## config.mk

```make
export PLATFORM = sky130hd
export DESIGN_NAME = ctrl_bubble_pipe_flat
export DESIGN_NICKNAME = d
export VERILOG_FILES = /design/src/rtl/ctrl_bubble_pipe_if.sv /design/src/rtl/ctrl_bubble_pipe.sv /design/src/flat_wrapper.sv
export SDC_FILE = /design/constraint.sdc
export NUM_CORES = 1
export LEC_CHECK = 0
export BUFFER_PORTS_ARGS = -buffer_cell sky130_fd_sc_hd__buf_2
export CAP_MARGIN = 20
export CORE_ASPECT_RATIO = 0.9
export CORE_MARGIN = 5
export CORE_UTILIZATION = 30
export DETAILED_ROUTE_END_ITERATION = 12
export GPL_ROUTABILITY_DRIVEN = 0
export GPL_TIMING_DRIVEN = 0
export MAX_ROUTING_LAYER = met4
export PLACE_DENSITY = 0.51
export SLEW_MARGIN = 20
export SYNTH_ARGS = -nofsm -noshare
export SYNTH_HDL_FRONTEND = slang
export SYNTH_SLANG_ARGS = --single-unit
```

## constraint.sdc

```tcl
create_clock -name clk -period 2.8 [get_ports clk]
set_clock_uncertainty 0.05 [all_clocks]
set_input_delay 0.56 -clock clk [delete_from_list [all_inputs] [get_ports clk]]
set_output_delay 0.56 -clock clk [all_outputs]
set_load 0.05 [all_outputs]
```

## src/rtl/ctrl_bubble_pipe_if.sv

```systemverilog
// Handshake bundle between the decoder/hazard unit (master) and the control pipeline (slave).
interface ctrl_bubble_pipe_if #(
  parameter int unsigned CTRL_W = 10,
  parameter int unsigned STAGES = 3,
  parameter int unsigned LEN_W  = 3
);
  logic [CTRL_W-1:0]        ctrl_in;
  logic                     bubble_req;
  logic [LEN_W-1:0]         bubble_len;
  logic                     flush;
  logic [STAGES*CTRL_W-1:0] ctrl_out;
  logic                     stall_out;
  logic                     busy;

  modport master (
    output ctrl_in, bubble_req, bubble_len, flush,
    input  ctrl_out, stall_out, busy
  );

  modport slave (
    input  ctrl_in, bubble_req, bubble_len, flush,
    output ctrl_out, stall_out, busy
  );
endinterface

```

## src/rtl/ctrl_bubble_pipe.sv

```systemverilog
// Control-bundle pipeline with multi-cycle bubble injection and young-stage flush.
// Define BUBBLE_CNT_EN to add the saturating bubble_cnt output.
module ctrl_bubble_pipe #(
  parameter int unsigned       CTRL_W      = 10,
  parameter int unsigned       STAGES      = 3,
  parameter int unsigned       LEN_W       = 3,
  parameter int unsigned       FLUSH_DEPTH = 1,
  parameter logic [CTRL_W-1:0] BUBBLE_VAL  = '0
`ifdef BUBBLE_CNT_EN
  ,
  parameter int unsigned       CNT_W       = 16
`endif
) (
  input  logic             clk,
  input  logic             reset,
  ctrl_bubble_pipe_if.slave bus
`ifdef BUBBLE_CNT_EN
  ,
  output logic [CNT_W-1:0] bubble_cnt
`endif
);

  typedef enum logic {StIdle, StBubble} state_e;

  state_e            state_q, state_d;
  logic [LEN_W-1:0]  remaining_q, remaining_d;
  logic [CTRL_W-1:0] stages_q [STAGES];
  logic [CTRL_W-1:0] stages_d [STAGES];
  logic              accept;
  logic              inject;

  assign accept = (state_q == StIdle) && bus.bubble_req && (bus.bubble_len != '0) && !bus.flush;
  // A bubble enters stage 0 exactly on the cycles the front end is held.
  assign inject = !bus.flush && (accept || (state_q == StBubble));

  always_comb begin
    state_d     = state_q;
    remaining_d = remaining_q;
    if (bus.flush) begin
      state_d     = StIdle;
      remaining_d = '0;
    end else begin
      unique case (state_q)
        StIdle: begin
          if (accept) begin
            remaining_d = bus.bubble_len - LEN_W'(1);
            state_d     = (bus.bubble_len > LEN_W'(1)) ? StBubble : StIdle;
          end
        end
        StBubble: begin
          remaining_d = remaining_q - LEN_W'(1);
          if (remaining_q == LEN_W'(1)) state_d = StIdle;
        end
        default: state_d = StIdle;
      endcase
    end
  end

  always_comb begin
    stages_d[0] = inject ? BUBBLE_VAL : bus.ctrl_in;
    for (int unsigned k = 1; k < STAGES; k++) stages_d[k] = stages_q[k-1];
    if (bus.flush) begin
      for (int unsigned k = 0; k < FLUSH_DEPTH; k++) stages_d[k] = BUBBLE_VAL;
    end
  end

  always_ff @(posedge clk) begin
    if (reset) begin
      state_q     <= StIdle;
      remaining_q <= '0;
      for (int unsigned k = 0; k < STAGES; k++) stages_q[k] <= BUBBLE_VAL;
    end else begin
      state_q     <= state_d;
      remaining_q <= remaining_d;
      for (int unsigned k = 0; k < STAGES; k++) stages_q[k] <= stages_d[k];
    end
  end

  for (genvar g = 0; g < STAGES; g++) begin : g_out
    assign bus.ctrl_out[g*CTRL_W +: CTRL_W] = stages_q[g];
  end

  assign bus.stall_out = inject;
  assign bus.busy      = (state_q == StBubble);

`ifdef BUBBLE_CNT_EN
  logic [CNT_W-1:0] cnt_q;

  // Counts FSM-injected bubbles only; flush clears are excluded since inject is low then.
  always_ff @(posedge clk) begin
    if (reset) begin
      cnt_q <= '0;
    end else if (inject && (cnt_q != '1)) begin
      cnt_q <= cnt_q + CNT_W'(1);
    end
  end

  assign bubble_cnt = cnt_q;
`endif

endmodule

```

## src/flat_wrapper.sv

```systemverilog
// flat-port wrapper written by rule: the top's interface ports become plain ports
module ctrl_bubble_pipe_flat 
#(
  parameter int unsigned       CTRL_W      = 10,
  parameter int unsigned       STAGES      = 3,
  parameter int unsigned       LEN_W       = 3,
  parameter int unsigned       FLUSH_DEPTH = 1,
  parameter logic [CTRL_W-1:0] BUBBLE_VAL  = '0

)
  (clk, reset, bus_ctrl_in, bus_bubble_req, bus_bubble_len, bus_flush, bus_ctrl_out, bus_stall_out, bus_busy);
  ctrl_bubble_pipe_if #(.CTRL_W(CTRL_W), .STAGES(STAGES), .LEN_W(LEN_W)) bus_i ();
  input  logic clk;
  input  logic reset;
  input wire logic [$bits(bus_i.ctrl_in)-1:0] bus_ctrl_in;
  input wire logic [$bits(bus_i.bubble_req)-1:0] bus_bubble_req;
  input wire logic [$bits(bus_i.bubble_len)-1:0] bus_bubble_len;
  input wire logic [$bits(bus_i.flush)-1:0] bus_flush;
  output wire logic [$bits(bus_i.ctrl_out)-1:0] bus_ctrl_out;
  output wire logic [$bits(bus_i.stall_out)-1:0] bus_stall_out;
  output wire logic [$bits(bus_i.busy)-1:0] bus_busy;
  assign bus_i.ctrl_in = bus_ctrl_in;
  assign bus_i.bubble_req = bus_bubble_req;
  assign bus_i.bubble_len = bus_bubble_len;
  assign bus_i.flush = bus_flush;
  assign bus_ctrl_out = bus_i.ctrl_out;
  assign bus_stall_out = bus_i.stall_out;
  assign bus_busy = bus_i.busy;
  ctrl_bubble_pipe #(.CTRL_W(CTRL_W), .STAGES(STAGES), .LEN_W(LEN_W), .FLUSH_DEPTH(FLUSH_DEPTH), .BUBBLE_VAL(BUBBLE_VAL)) u_core (.clk(clk), .reset(reset), .bus(bus_i));
endmodule
```

==> flow_metrics.tcl, run 1 <==
set metrics [dict create \
    status "completed" \
    cap_violations 0 \
    postCtsHoldBufs 0 \
    die_h_um 67.83 \
    drc_errors 0 \
    cts.sinks 34 \
    initial_utilization 0.3052 \
    rr_worst_depth 4 \
    crit_path_start_kind "input port" \
    row_count 21 \
    critPathMaxFanout 7 \
    antenna_found_initial 0 \
    design_area_um2 1504 \
    postSynthAreaPerCell_um2 11.15 \
    ys_seq_area_frac 0.6105 \
    htreeDepth 2 \
    netlist_top_cells_area "dfxtp_1 61%, nor2b_1 12%, and2_1 5.6%, ha_1 4.5%, inv_1 2.4%" \
    syn-cell-area_um2 1115 \
    min_path_cells 1 \
    arrival_ns 1.94 \
    p_clk_frac 0.377 \
    area_growth_pct 34.90 \
    cts-root-buf "clkbuf_8" \
    endpoint_kind "output port" \
    power.internal_w 0.0007238 \
    regToRegSetupSlack_ns 1.57 \
    crit_required_ns 2.19 \
    grtUsageTotal 0.1082 \
    worstHoldEndpoint "u_core.stages_q[0][25]" \
    swShare 0.2405 \
    cts_tree "yes" \
    grt_pass1_vias 894 \
    postCtsSetupBuffers 0 \
    via_per_inst 4.074 \
    dpl.hpwl_mm 1.783 \
    cts_resized 0 \
    power_frac_seq 0.524 \
    synth_top_area_share 0.6105 \
    drtIter0Drc 42 \
    reg2reg_to "u_core.remaining_q[2]" \
    switching_power_w 0.0002291 \
    worstMarginPinSlew_ns 0.4826 \
    clock_path_buffers 2 \
    die_x_um 74.26 \
    fmax_ghz 0.3917 \
    final_max_slew_viol_count 0 \
    synth_nets 121 \
    antenna-diode-count 0 \
    wl_per_cell_um 11.07 \
    drt_pass1_iterations 4 \
    synthDistinctLibCells 23 \
    place_inst 194 \
    yosys_warnings 0 \
    synthCells 100 \
    final_antenna_net_count 0 \
    ys_seq_elements 34 \
    place_area_um2 1413 \
    vias 823 \
    fin_util 0.4118 \
    finalCriticalPeriod_ns 2.553 \
    clkLatencyLatePin_ns 0.27 \
    cts_made_buffers 5 \
    yosysTopAreaCell "dfxtp_1" \
    drive_gt1_frac 0.3910 \
    stdcell_count 202 \
    power_w 0.0009529 \
    worstHoldStart "u_core.stages_q[0][15]" \
    port_buffers 48 \
    die_area_um2 5037 \
    fin_crit_sh 0.9118 \
    crit_type "in -> out" \
    fin_setup_tns_ns 0 \
    rsz0062_at_grt "no" \
    clk_pin_slew_ns 0.07 \
    r2r-start "u_core.remaining_q[0]" \
    grt_max_degree 11 \
    worst_hold_path_type "reg -> reg" \
    hold_viol_final 0 \
    fill_cells 384 \
    setup_violations 0 \
    grt-ovfl-total 0 \
    grt_pass1_wl_mm 3.857 \
    vdd_drop_max_mv 0.3720 \
    fin_nets 176 \
    p_leak_nw 0.7394 \
    p_per_area_nw_per_um2 633.6 \
    wl_mm 2.236 \
    slew_headroom 0.6783 \
    p_comb_frac 0.099 \
    coreArea_um2 3652 \
    io_pins 49 \
]
==> flip-flops by register name (all words and copies together), names as in the netlist <==
register and cells:
u_core.stages_q 30, u_core.bus.busy 1, u_core.remaining_q 3
==> how the worst max path moves through the flow <==
stage                                 start             to  slack [ns]  cells past startpoint
after CTS                 bus_bubble_len[0]  bus_stall_out        0.22                      8
after floorplan           bus_bubble_len[0]  bus_stall_out        0.17                      6
after global placement    bus_bubble_len[0]  bus_stall_out        0.25                      8
after detailed placement  bus_bubble_len[0]  bus_stall_out        0.22                      8
after global routing      bus_bubble_len[0]  bus_stall_out        0.09                      8
final                     bus_bubble_len[0]  bus_stall_out        0.25                      8
==> metal layers <==
metal  part of all wire  track usage
met5                  0            -
met4             0.0098      0.04000
met3              0.095      0.06167
met2               0.50       0.1726
met1               0.39       0.1119
==> stage by stage <==
stage,hold slack (ns),setup WS (ns)
floorplan,0.4197,0.1670
global placement,0.3947,0.2509
detailed placement,0.4060,0.2217
CTS,0.4156,0.2183
global route,0.4151,0.09214
finish,0.4075,0.2468
==> power by group through the flow <==
stage                     combinational, W  clock, W  sequential, W
final                            0.0000943  0.000359       0.000499
after global routing              0.000103  0.000403       0.000500
after global placement           0.0000944         0       0.000510
after CTS                        0.0000965  0.000373       0.000499
after floorplan                  0.0000338         0       0.000543
after detailed placement         0.0000965         0       0.000510
==> critical path, cell delays in order <==
cell     delay [ns]
buf_2          0.09
inv_1          0.05
ha_1           0.20
ha_1           0.20
nor3b_2        0.41
nor2_1         0.08
nor2_1         0.09
buf_2          0.26
==> kinds of logic after synthesis <==
kind of cell,synth area share
flip-flops,0.6105
adder cells (fa/ha/maj),0.04490
AO/OA/AOI/OAI,0.05948
AND/OR/NAND/NOR,0.2346
buffers and inverters,0.04153
multiplexers,0.008979
==> synth_stat cells <==
cell      instances
or2_0             1
clkbuf_1          2
o32ai_1           1
inv_1             7
and2_1           10
a21oi_1           1
nor2b_1          22
a31o_2            1
a211o_1           1
buf_4             1
dfxtp_1          34
a211oi_1          2
nor3_4            1
nor3b_2           1
nor2_1            4
o21ai_0           1
a21o_2            1
ha_1              4
or3_1             1
nand3_1           1
a31oi_1           1
buf_2             1
mux2i_1           1
==> cell type report <==
class | count | area (um^2) | share of cell area
clock buffer | 7 | 86.33 | 0.05740
multi-input combinational | 55 | 387.9 | 0.2579
sequential | 34 | 680.7 | 0.4526
buffer | 4 | 20.02 | 0.01331
timing repair buffer | 48 | 240.2 | 0.1597
inverter | 7 | 26.28 | 0.01747
clock inverter | 1 | 5.005 | 0.003328
tap | 46 | 57.56 | 0.03827
==> cell usage in the layout (no fill, tap or decap), types with 2 or more instances in the layout <==
cell type  Yosys  layout
nor2b_1       22      22
buf_2          1      49
clkbuf_1       2       3
ha_1           4       4
and2_1        10      10
inv_1          7       7
clkbuf_8       0       6
a211oi_1       2       2
dfxtp_1       34      34
nor2_1         4       4
Power figures use the tool's default switching activity.
==> inputs of run 2 (changes only) <==
CTS_BUF_LIST = sky130_fd_sc_hd__clkbuf_8 sky130_fd_sc_hd__clkbuf_16   (was default)
==> flow_metrics.tcl, run 2 (same netlist as run 1, synthesis figures left out) <==
set metrics [dict create \
    arrival_ns 1.94 \
    cts-root-buf "clkbuf_8" \
    wl_per_cell_um 11.07 \
    reg2reg_to "u_core.remaining_q[2]" \
    worstHoldStart "u_core.stages_q[0][15]" \
    switching_power_w 0.0002294 \
    vias 823 \
    regMostFlops "u_core.stages_q" \
    p_leak_nw 0.7435 \
    vdd_drop_max_mv 0.3719 \
    htreeDepth 2 \
    p_per_area_nw_per_um2 631.3 \
    rsz0062_at_grt "no" \
    crit_path_start_kind "input port" \
    die_x_um 74.26 \
    cts_resized 0 \
    area_growth_pct 34.90 \
    wl_mm 2.236 \
    endpoint_kind "output port" \
    grt_pass1_vias 894 \
    grt-ovfl-total 0 \
    largest_reg_flops 30 \
    drc_errors 0 \
    critPathMaxFanout 7 \
    r2r-start "u_core.remaining_q[0]" \
    cp_slowest_cell "nor3b_2" \
    power_frac_seq 0.526 \
    drtIter0Drc 42 \
    grt_pass1_wl_mm 3.857 \
    cap_violations 0 \
    worst_hold_path_type "reg -> reg" \
    coreArea_um2 3652 \
    die_h_um 67.83 \
    regToRegSetupSlack_ns 1.57 \
    postCtsHoldBufs 0 \
    crit_required_ns 2.19 \
    grt_use_met1 0.1119 \
    power.internal_w 0.0007201 \
    fin_util 0.4118 \
    drt_pass1_iterations 4 \
    via_per_inst 4.074 \
    cts_tree "yes" \
    grt_use_met3 0.06167 \
    fill_cells 384 \
    rr_worst_depth 4 \
    min_path_cells 1 \
    fmax_ghz 0.3917 \
    grt.busiest_layer "met2" \
    cts.sinks 34 \
    initial_utilization 0.3052 \
    slew_headroom 0.6783 \
    final_antenna_net_count 0 \
    p_comb_frac 0.099 \
    fin_setup_tns_ns 0 \
    max_stage_delay_ns 0.41 \
    cp_cell_sequence "buf_2 -> inv_1 -> ha_1 -> ha_1 -> nor3b_2 -> nor2_1 -> nor2_1 -> buf_2" \
    fin_nets 176 \
    clock_path_buffers 2 \
    status "completed" \
    drive_gt1_frac 0.3910 \
    finalCriticalPeriod_ns 2.553 \
    postCtsSetupBuffers 0 \
    final_common_cell "buf_2" \
    final_cell_mix "49 x buf_2, 34 x dfxtp_1, 22 x nor2b_1" \
    clkLatencyLatePin_ns 0.27 \
    grtUsageTotal 0.1082 \
    setup_violations 0 \
    p_clk_frac 0.375 \
    io_pins 49 \
    die_area_um2 5037 \
    swShare 0.2416 \
    whs_ns 0.4075 \
    grt_max_degree 11 \
    row_count 21 \
    worstMarginPinSlew_ns 0.4826 \
    hold_viol_final 0 \
    grt_util_met2 0.1726 \
    final_max_slew_viol_count 0 \
    antenna_found_initial 0 \
    worstHoldEndpoint "u_core.stages_q[0][25]" \
    fin_crit_sh 0.9118 \
    antenna-diode-count 0 \
    cts_made_buffers 5 \
    clk_pin_slew_ns 0.07 \
    crit_type "in -> out" \
    dpl.hpwl_mm 1.783 \
    port_buffers 48 \
]
run 2: changes by cell type in the layout (fill, tap and decap cells not counted), sizes merged:
cell    before  now
inv          7    8
clkbuf       9    8
run 2: layout make-up:
cell class / instances / area [um^2] / share of cell area
tap: 46 / 57.56 / 0.03827
inverter: 7 / 26.28 / 0.01747
clock inverter: 2 / 8.758 / 0.005824
clock buffer: 6 / 82.58 / 0.05491
buffer: 4 / 20.02 / 0.01331
sequential: 34 / 680.7 / 0.4526
timing repair buffer: 48 / 240.2 / 0.1597
multi-input combinational: 55 / 387.9 / 0.2579
run 2: worst max-delay path by stage:
stage | endpoint | cells after the start | slack (ns) | startpoint
after CTS | bus_stall_out | 8 | 0.22 | bus_bubble_len[0]
after global routing | bus_stall_out | 8 | 0.09 | bus_bubble_len[0]
after detailed placement | bus_stall_out | 8 | 0.22 | bus_bubble_len[0]
after floorplan | bus_stall_out | 6 | 0.17 | bus_bubble_len[0]
after global placement | bus_stall_out | 8 | 0.25 | bus_bubble_len[0]
final | bus_stall_out | 8 | 0.25 | bus_bubble_len[0]
run 2: worst max-delay path: cells and delay by family:
family / cells / cell delay (ns)
buffers and inverters: 3 / 0.40
adder cells (fa/ha/maj): 2 / 0.40
AND/OR/NAND/NOR: 3 / 0.58
run 2: metrics by stage:
stage               setup WS [ns]  instances  instance area [um^2]  power [W]
floorplan                  0.1670        100                  1115  0.0005765
global placement           0.2509        194                  1413  0.0006043
detailed placement         0.2217        194                  1413  0.0006068
CTS                        0.2183        202                  1504  0.0009645
global route              0.09214        202                  1504   0.001004
finish                     0.2468        202                  1504  0.0009495
run 2: power by group through the flow:
stage	clock, W	sequential (W)	combinational (W)
6_report	0.000356	0.000499	0.0000943
5_1_grt	0.000400	0.000500	0.000103
4_1_cts	0.000369	0.000499	0.0000965
3_5_place_dp	0	0.000510	0.0000965
3_3_place_gp	0	0.000510	0.0000944
2_1_floorplan	0	0.000543	0.0000338
run 2: routing by layer:
layer  routed length (um)  up-vias
met3                  212        2
met1                  880      373
li1                     -      424
met2                 1121       24
met4                   22        0
met5                    0        -
